## config.mk

```make
export PLATFORM = sky130hd
export DESIGN_NAME = i2c_config_slave
export DESIGN_NICKNAME = d
export VERILOG_FILES = /design/src/rtl/i2c_config_slave.sv
export SDC_FILE = /design/constraint.sdc
export NUM_CORES = 1
export LEC_CHECK = 0
export ABC_CLOCK_PERIOD_IN_PS = 6800
export BUFFER_PORTS_ARGS = -buffer_cell sky130_fd_sc_hd__buf_2
export CAP_MARGIN = 20
export CORE_UTILIZATION = 45
export DETAILED_ROUTE_END_ITERATION = 10
export GPL_TIMING_DRIVEN = 0
export PLACE_DENSITY_LB_ADDON = 0.3
export SYNTH_ARGS = -nofsm -noshare
export SYNTH_HDL_FRONTEND = slang
export SYNTH_SLANG_ARGS = --single-unit
```

## constraint.sdc

```tcl
create_clock -name clock -period 6.8 [get_ports clock]
set_clock_uncertainty 0.1 [all_clocks]
set_input_delay 1.02 -clock clock [delete_from_list [all_inputs] [get_ports clock]]
set_output_delay 1.02 -clock clock [all_outputs]
set_load 0.1 [all_outputs]
```

## src/rtl/i2c_config_slave.sv

```systemverilog
// I2C register slave that holds the PWM configuration words (clock_step, fb_interval, run bit).
// Build option: define I2C_PTR_AUTOINC_EN to advance the register pointer after each data byte.
module i2c_config_slave #(
  parameter logic [6:0]  SLAVE_ADDR   = 7'h42,
  parameter logic [15:0] CLK_STEP_RST = 16'h0400,
  parameter logic [15:0] FB_INT_RST   = 16'd16
) (
  input  logic        clock,
  input  logic        reset_n,
  input  logic        scl,
  input  logic        sda_in,
  output logic        sda_oe,
  output logic [15:0] clock_step,
  output logic [15:0] fb_interval,
  output logic        pwm_run
);

  typedef enum logic [3:0] {
    IDLE, ADDR, ADDR_ACK, PTR, PTR_ACK, WDATA, WDATA_ACK, RDATA, RACK, IGNORE
  } state_t;

  // Bit [1] is the synchronised level, bit [2] the previous sample for edge detection.
  logic [2:0]  sclSync_q, sdaSync_q;
  state_t      state_q, state_d;
  logic [3:0]  bitCnt_q, bitCnt_d;
  logic [7:0]  shift_q, shift_d;
  logic [2:0]  ptr_q, ptr_d;
  logic        sdaOe_q, sdaOe_d;
  logic        isRead_q, isRead_d;
  logic        ackBit_q, ackBit_d;
  logic [15:0] clkStep_q, clkStep_d;
  logic [15:0] fbInt_q, fbInt_d;
  logic        run_q, run_d;
  logic [7:0]  csShadowL_q, csShadowL_d;
  logic [7:0]  fbShadowL_q, fbShadowL_d;
  logic [7:0]  csRdH_q, csRdH_d;
  logic [7:0]  fbRdH_q, fbRdH_d;
  logic        csRdValid_q, csRdValid_d;
  logic        fbRdValid_q, fbRdValid_d;

  logic       sclNow, sdaNow, sclRise, sclFall, startDet, stopDet;
  logic       loadTx, commit;
  logic [7:0] rdByte;
  logic [2:0] ptrNext;

  assign sclNow   = sclSync_q[1];
  assign sdaNow   = sdaSync_q[1];
  assign sclRise  = sclSync_q[1] & ~sclSync_q[2];
  assign sclFall  = ~sclSync_q[1] & sclSync_q[2];
  assign startDet = sclNow & sclSync_q[2] & ~sdaSync_q[1] & sdaSync_q[2];
  assign stopDet  = sclNow & sclSync_q[2] & sdaSync_q[1] & ~sdaSync_q[2];

`ifdef I2C_PTR_AUTOINC_EN
  assign ptrNext = ptr_q + 3'd1;
`else
  assign ptrNext = ptr_q;
`endif

  // H bytes return the snapshot taken by a preceding L read, so a 16-bit read is coherent.
  always_comb begin
    rdByte = 8'h00;
    case (ptr_q)
      3'd0:    rdByte = clkStep_q[7:0];
      3'd1:    rdByte = csRdValid_q ? csRdH_q : clkStep_q[15:8];
      3'd2:    rdByte = fbInt_q[7:0];
      3'd3:    rdByte = fbRdValid_q ? fbRdH_q : fbInt_q[15:8];
      3'd4:    rdByte = {7'd0, run_q};
      3'd7:    rdByte = 8'hA5;
      default: rdByte = 8'h00;
    endcase
  end

  always_comb begin
    state_d     = state_q;
    bitCnt_d    = bitCnt_q;
    shift_d     = shift_q;
    ptr_d       = ptr_q;
    sdaOe_d     = sdaOe_q;
    isRead_d    = isRead_q;
    ackBit_d    = ackBit_q;
    clkStep_d   = clkStep_q;
    fbInt_d     = fbInt_q;
    run_d       = run_q;
    csShadowL_d = csShadowL_q;
    fbShadowL_d = fbShadowL_q;
    csRdH_d     = csRdH_q;
    fbRdH_d     = fbRdH_q;
    csRdValid_d = csRdValid_q;
    fbRdValid_d = fbRdValid_q;
    loadTx      = 1'b0;
    commit      = 1'b0;

    case (state_q)
      IDLE, IGNORE: sdaOe_d = 1'b0;
      ADDR, PTR, WDATA: begin
        if (sclRise && bitCnt_q != 4'd8) begin
          shift_d  = {shift_q[6:0], sdaNow};
          bitCnt_d = bitCnt_q + 4'd1;
        end else if (sclFall && bitCnt_q == 4'd8) begin
          bitCnt_d = 4'd0;
          if (state_q == ADDR) begin
            if (shift_q[7:1] == SLAVE_ADDR) begin
              state_d  = ADDR_ACK;
              sdaOe_d  = 1'b1;
              isRead_d = shift_q[0];
            end else begin
              state_d = IGNORE;
            end
          end else if (state_q == PTR) begin
            ptr_d   = shift_q[2:0];
            state_d = PTR_ACK;
            sdaOe_d = 1'b1;
          end else begin
            commit  = 1'b1;
            state_d = WDATA_ACK;
            sdaOe_d = 1'b1;
          end
        end
      end
      ADDR_ACK: begin
        if (sclFall) begin
          sdaOe_d = 1'b0;
          if (isRead_q) begin
            state_d = RDATA;
            loadTx  = 1'b1;
          end else begin
            state_d = PTR;
          end
        end
      end
      PTR_ACK, WDATA_ACK: begin
        if (sclFall) begin
          sdaOe_d = 1'b0;
          state_d = WDATA;
        end
      end
      RDATA: begin
        if (sclRise && bitCnt_q != 4'd8) begin
          bitCnt_d = bitCnt_q + 4'd1;
        end else if (sclFall && bitCnt_q == 4'd8) begin
          state_d  = RACK;
          sdaOe_d  = 1'b0;
          bitCnt_d = 4'd0;
          ptr_d    = ptrNext;
        end else if (sclFall && bitCnt_q != 4'd0) begin
          sdaOe_d = ~shift_q[6];
          shift_d = {shift_q[6:0], 1'b0};
        end
      end
      RACK: begin
        if (sclRise) begin
          ackBit_d = sdaNow;
          bitCnt_d = 4'd1;
        end else if (sclFall && bitCnt_q == 4'd1) begin
          bitCnt_d = 4'd0;
          if (!ackBit_q) begin
            state_d = RDATA;
            loadTx  = 1'b1;
          end else begin
            state_d = IGNORE;
          end
        end
      end
      default: state_d = IDLE;
    endcase

    // L bytes only reach the outputs together with their H byte.
    if (commit) begin
      case (ptr_q)
        3'd0:    csShadowL_d = shift_q;
        3'd1:    clkStep_d   = {shift_q, csShadowL_q};
        3'd2:    fbShadowL_d = shift_q;
        3'd3:    fbInt_d     = {shift_q, fbShadowL_q};
        3'd4:    run_d       = shift_q[0];
        default: ;
      endcase
      ptr_d = ptrNext;
    end

    if (loadTx) begin
      shift_d = rdByte;
      sdaOe_d = ~rdByte[7];
      case (ptr_q)
        3'd0: begin csRdH_d = clkStep_q[15:8]; csRdValid_d = 1'b1; end
        3'd1: csRdValid_d = 1'b0;
        3'd2: begin fbRdH_d = fbInt_q[15:8]; fbRdValid_d = 1'b1; end
        3'd3: fbRdValid_d = 1'b0;
        default: ;
      endcase
    end

    if (startDet) begin
      state_d  = ADDR;
      bitCnt_d = 4'd0;
      sdaOe_d  = 1'b0;
    end else if (stopDet) begin
      state_d = IDLE;
      sdaOe_d = 1'b0;
    end
  end

  // Synchronisers reset to the idle bus level so release of reset cannot fake a START.
  always_ff @(posedge clock or negedge reset_n) begin
    if (!reset_n) begin
      sclSync_q   <= 3'b111;
      sdaSync_q   <= 3'b111;
      state_q     <= IDLE;
      bitCnt_q    <= 4'd0;
      shift_q     <= 8'h00;
      ptr_q       <= 3'd0;
      sdaOe_q     <= 1'b0;
      isRead_q    <= 1'b0;
      ackBit_q    <= 1'b1;
      clkStep_q   <= CLK_STEP_RST;
      fbInt_q     <= FB_INT_RST;
      run_q       <= 1'b0;
      csShadowL_q <= 8'h00;
      fbShadowL_q <= 8'h00;
      csRdH_q     <= 8'h00;
      fbRdH_q     <= 8'h00;
      csRdValid_q <= 1'b0;
      fbRdValid_q <= 1'b0;
    end else begin
      sclSync_q   <= {sclSync_q[1:0], scl};
      sdaSync_q   <= {sdaSync_q[1:0], sda_in};
      state_q     <= state_d;
      bitCnt_q    <= bitCnt_d;
      shift_q     <= shift_d;
      ptr_q       <= ptr_d;
      sdaOe_q     <= sdaOe_d;
      isRead_q    <= isRead_d;
      ackBit_q    <= ackBit_d;
      clkStep_q   <= clkStep_d;
      fbInt_q     <= fbInt_d;
      run_q       <= run_d;
      csShadowL_q <= csShadowL_d;
      fbShadowL_q <= fbShadowL_d;
      csRdH_q     <= csRdH_d;
      fbRdH_q     <= fbRdH_d;
      csRdValid_q <= csRdValid_d;
      fbRdValid_q <= fbRdValid_d;
    end
  end

  assign sda_oe      = sdaOe_q;
  assign clock_step  = clkStep_q;
  assign fb_interval = fbInt_q;
  assign pwm_run     = run_q;

endmodule
```

-- Word-level counts from Yosys, hierarchy flattened
Index checks and enable logic that the tools add are counted.
- muxes and demuxes: 56
- $add $sub $neg: 1
- reduce and logical (&&, ||, !) cells: 33
- equality and inequality tests: 39
- bitwise operators: 16
- operators with widths (kind ; number):
    $mux W4 ; 18
    $mux W8 ; 7
    $pmux W8 S6 ; 1
    $ne A4 B4 Y1 const B ; 10
    $pmux W4 S6 ; 1
    $mux W1 ; 21
    $reduce_and A2 Y1 ; 10
    $eq A4 B3 Y1 const B ; 4
    $pmux W8 S2 ; 1
    $ne A3 B3 Y1 const B ; 5
    $ne A5 B5 Y1 const B ; 3
    $eq A4 B4 Y1 const B ; 3
    $ne A6 B6 Y1 const B ; 2
    $reduce_and A5 Y1 ; 2
    $not A1 Y1 ; 9
    $reduce_and A9 Y1 ; 1
    $eq A4 B1 Y1 const B ; 2
    $eq A4 B2 Y1 const B ; 2
    $pmux W4 S2 ; 1
    $and A1 B1 Y1 ; 7
    $eq A7 B7 Y1 const B ; 1
    $reduce_and A7 Y1 ; 1
    $reduce_bool A7 Y1 ; 1
    $eq A3 B2 Y1 const B ; 2
    20 further kinds ; 30
- register bits: 95
- output and inout bits: 34
- bits of input ports: 4

-- Logic depth before layout (Yosys ltp)
- depth in word-level cells: 10
- depth in mapped cells: 9
- mapped depth without buffers: 7

-- Worst setup path after synthesis
OpenSTA, ideal clock, no wires.
- path type: register to register
- start: register bitCnt_q[0]
- end: register clkStep_q[0], in the netlist clock_step[0]
- setup time: 0.128 ns
- setup slack: 4.505 ns
- path buffers: 2
- arrival time: 2.066 ns
- period minus slack after synthesis: 2.295 ns
- data required time: 6.572 ns
- cell stages (with the launch flop): 10
- cell sequence: dfrtp_1 inv_1 ha_1 and3b_1 buf_2 nand3_2 nor3_2 nand3_2 buf_2 mux2_1
- longest elaborated chain between the ends: 6
- elaborated cells between the ends (all ways): 8
- classes of those cells: eq/ne: 2; mux: 3; reduce/logical: 3
- RTL lines (element ; line ; source):
    start: declaration ; 25 ; logic [3:0] bitCnt_q, bitCnt_d;
    start signal: assignment ; 227 ; bitCnt_q <= bitCnt_d;
    $eq A4 B4 Y1 ; 99 ; end else if (sclFall && bitCnt_q == 4'd8) begin
    $logic_and A1 B1 Y1 ; 99 ;
    $mux W1 ; 99 ;
    $mux W1 * ; 96 ; if (sclRise && bitCnt_q != 4'd8) begin
    $mux W1 * ; 93 ; case (state_q)
    $reduce_and A2 Y1 (no source line) * ; -- ;
    end signal: assignment ; 233 ; clkStep_q <= clkStep_d;
    end: declaration ; 31 ; logic [15:0] clkStep_q, clkStep_d;
Mark *: on every way between the ends. The rest lies on a longest branch, timed or not.
A chain may end at the register's enable or synchronous reset.

-- Worst setup path after layout
- start: register bitCnt_q[0]
- end: register fbShadowL_q[7]
- longest elaborated chain between the ends: 6
- elaborated cells between the ends (all ways): 8
- classes of those cells: eq/ne: 2; mux: 3; reduce/logical: 3
- RTL lines (element ; line ; source):
    $eq A4 B4 Y1 ; 99 ;
    $logic_and A1 B1 Y1 ; 99 ;
    $mux W1 ; 99 ;
    $mux W1 * ; 96 ;
    $mux W1 * ; 93 ;
    $reduce_and A2 Y1 (no source line) * ; -- ;
    end signal: assignment ; 237 ; fbShadowL_q <= fbShadowL_d;
    end: declaration ; 35 ; logic [7:0] fbShadowL_q, fbShadowL_d;
Marked as above.

==> flow_metrics.env <==
export IMPL_drt_iter0_drc=166
export IMPL_yosysTopAreaCell="dfrtp_1"
export IMPL_numPortBuffers=37
export IMPL_cp_start_kind="flip-flop"
export IMPL_gp_congestion=0.8919
export IMPL_first_pass_iters=4
export IMPL_fin_tns_setup_ps=0
export IMPL_clock_sink_count=95
export IMPL_diodes=0
export IMPL_io_pin_count=38
export IMPL_synth_cell_types=55
export IMPL_powerDensity_nw_per_um2=199.5
export IMPL_syn_nets=387
export IMPL_area_growth_pct=12.79
export IMPL_ys_seq_elements=95
export IMPL_crit_fanout=8
export IMPL_dieArea_um2=10800
export IMPL_critical_path_class="flip-flop to flip-flop"
export IMPL_crit_path_end_kind="flip-flop"
export IMPL_finalNetCount=436
export IMPL_yosysWarnings=0
export IMPL_hold_path_class="flip-flop to flip-flop"
export IMPL_async_flop_share=1.000
export IMPL_drc_errors=0
export IMPL_synth_top_cell_area_share=0.4603
export IMPL_die_w_um=103.9
export IMPL_cts_tree="built"
export IMPL_die_h_um=103.9
export IMPL_cts_repair_resized=0
export IMPL_antenna_found_initial=0
export IMPL_fin_util=0.5322
export IMPL_place_ws_ps=4086
export IMPL_hold_viol=0
export IMPL_clk_pin_slew_ps=100
export IMPL_core_um2=9910
export IMPL_dp_hpwl_um=7381
export IMPL_cts_root_buf="clkbuf_8"
export IMPL_cts_path_max_buffers=2
export IMPL_maxCapViolCount=0
export IMPL_grt_start_max_net_pins=51
export IMPL_cts_hold_buffers=0
export IMPL_first_global_vias=3217
export IMPL_setup_viol=0
export IMPL_grt_ovfl_total=0
export IMPL_outcome="finished, final reports clean"
export IMPL_synth_edf_count=0
export IMPL_clkLatencyLatePin_ps=380
export IMPL_numCtsBuffers=9
export IMPL_via_per_inst=5.616
export IMPL_peakVddDrop_uv=94.01
export IMPL_wl_um=10540
export IMPL_h_tree_depth=3
export IMPL_synth_seq_area_share=0.5108
export IMPL_grt_use_total=0.2083
export IMPL_required_ps=6980
export IMPL_syn_area_per_cell_um2=12.30
export IMPL_wl_per_cell_um=18.59
export IMPL_rsz0062_at_grt="false"
export IMPL_rows=36
export IMPL_worstRegToRegCells=8
export IMPL_ant_nets=0
export IMPL_p_leak_nw=2.519
export IMPL_timing_fmax_ghz=0.3673
export IMPL_synth_area_leaders="dfrtp_1 (46%), mux2_2 (13%), mux2i_1 (6.0%), mux2_4 (5.1%), dfstp_2 (5.1%)"
export IMPL_grt_pass1_wl_um=17320
export IMPL_final_layout_size_suffix_gt1_frac=0.3548
export IMPL_syn_inst=380
export IMPL_fin_ws_ps=4078
export IMPL_post_cts_setup_buffer_count=0
export IMPL_start_util=0.4718
export IMPL_period_share=0.4004
export IMPL_tightest_slew_ps=722.1
export IMPL_synth_ff_type="dfrtp_1"
export IMPL_slew_viol_final=0
export IMPL_period_minus_slack_ps=2722
export IMPL_holdPathStages=0
export IMPL_relSlewSlack=0.5186
export IMPL_vias=3184
export IMPL_cp_arrival_ps=2900
export IMPL_syn_area_um2=4676
-- critical path: stages (launching register included) --
cell	delay, ps
dfrtp_1	440
inv_1	90
ha_1	180
and3b_1	160
buf_2	170
nand3_2	170
nor3_2	360
nand3b_1	490
mux2_2	450
-- flip-flops by register name, summed over array words and instances (netlist names), 3 cells and up --
signal / cells
fbShadowL_q: 8
csShadowL_q: 8
state_q: 4
clock_step: 16
fb_interval: 16
csRdH_q: 8
fbRdH_q: 8
ptrNext: 3
bitCnt_q: 4
shift_q: 8
sclSync_q: 3
sdaSync_q: 3
-- per-layer routing --
metal  track usage  part of all wire  vias up
met5             0                 0        -
met4       0.07143             0.015        0
met3       0.04449             0.037       11
met2        0.3190              0.47       75
met1        0.2936              0.48     1620
li1              -                 -     1478
-- kinds of logic (layout without fill, tap and decap cells) --
| logic type | Yosys count | after routing | synth area share |
|---|---|---|---|
| compound gates | 60 | 60 | 0.08858 |
| xor+xnor | 3 | 3 | 0.005621 |
| fa+ha+maj | 3 | 3 | 0.008029 |
| buf+inv | 27 | 81 | 0.02783 |
| flops | 95 | 95 | 0.5108 |
| mux | 102 | 102 | 0.2510 |
| simple gates | 90 | 90 | 0.1081 |
-- cells in the mapped netlist (2+ instances only) --
cell,count
a2111oi_0,2
a211oi_1,2
a21oi_1,14
a22o_1,3
a31oi_1,6
a32oi_1,2
and2_1,2
and3_1,3
buf_1,2
buf_2,5
buf_6,3
clkbuf_1,10
dfrtp_1,86
dfstp_2,9
ha_1,3
inv_1,7
mux2_1,2
mux2_2,56
mux2_4,16
mux2i_1,28
nand2_1,29
nand2b_1,5
nand3_1,4
nand3_2,3
nand3b_1,3
nor2_1,16
nor2b_1,3
nor3_1,6
o211ai_1,6
o21ai_0,10
o221ai_1,3
o22ai_1,4
o31ai_1,2
or2_2,2
or4_1,2
xnor2_1,2
-- cell usage in the layout, fill, tap and decap left out, types with 4 or more instances in the layout --
cell type	count
nand3_1	4
nand2_1	29
nor3_1	6
dfstp_2	9
clkbuf_8	9
mux2_4	16
dfrtp_1	86
mux2_2	56
o211ai_1	6
nand2b_1	5
o21ai_0	10
inv_1	7
a21oi_1	14
clkbuf_1	10
mux2i_1	28
a31oi_1	6
nor2_1	16
o22ai_1	4
buf_2	41
-- area by class of cell --
type	instances	area, um2
buffer	20	103.9
clock inverter	7	92.59
sequential	95	2389
multi-input combinational	258	2157
clock buffer	9	123.9
fill	876	4636
timing repair buffer	38	215.2
tap	133	166.4
inverter	7	26.28
-- where the power goes --
group | total (mW) | switching, mW | internal (mW)
clock | 0.401 | 0.223 | 0.179
combinational | 0.0648 | 0.0441 | 0.0206
sequential | 0.586 | 0.0107 | 0.575
-- per-stage QoR --
stage	hold slack [ps]	cells	cell area, um2	power [mW]
2_1_floorplan	245.2	380	4676	0.6308
6_report	261.5	567	5274	1.052
5_1_grt	264.1	567	5274	1.099
3_5_place_dp	248.5	551	5057	0.6617
4_1_cts	262.8	567	5274	1.063
3_3_place_gp	245.8	550	5027	0.6579
-- final timing paths --
| kind | start | slack (ps) | to |
|---|---|---|---|
| setup / recovery | bitCnt_q[0] | 4080 | fbShadowL_q[7] |
| hold / removal | sclSync_q[0] | 260 | sclSync_q[1] |
| setup reg to reg | bitCnt_q[0] | 4080 | fbShadowL_q[7] |
| hold reg to reg | sclSync_q[0] | 260 | sclSync_q[1] |
| max in group asynchronous | reset_n | 5390 | fb_interval[4] |
| min in group asynchronous | reset_n | 540 | bitCnt_q[0] |
Power figures use the tool's default switching activity.
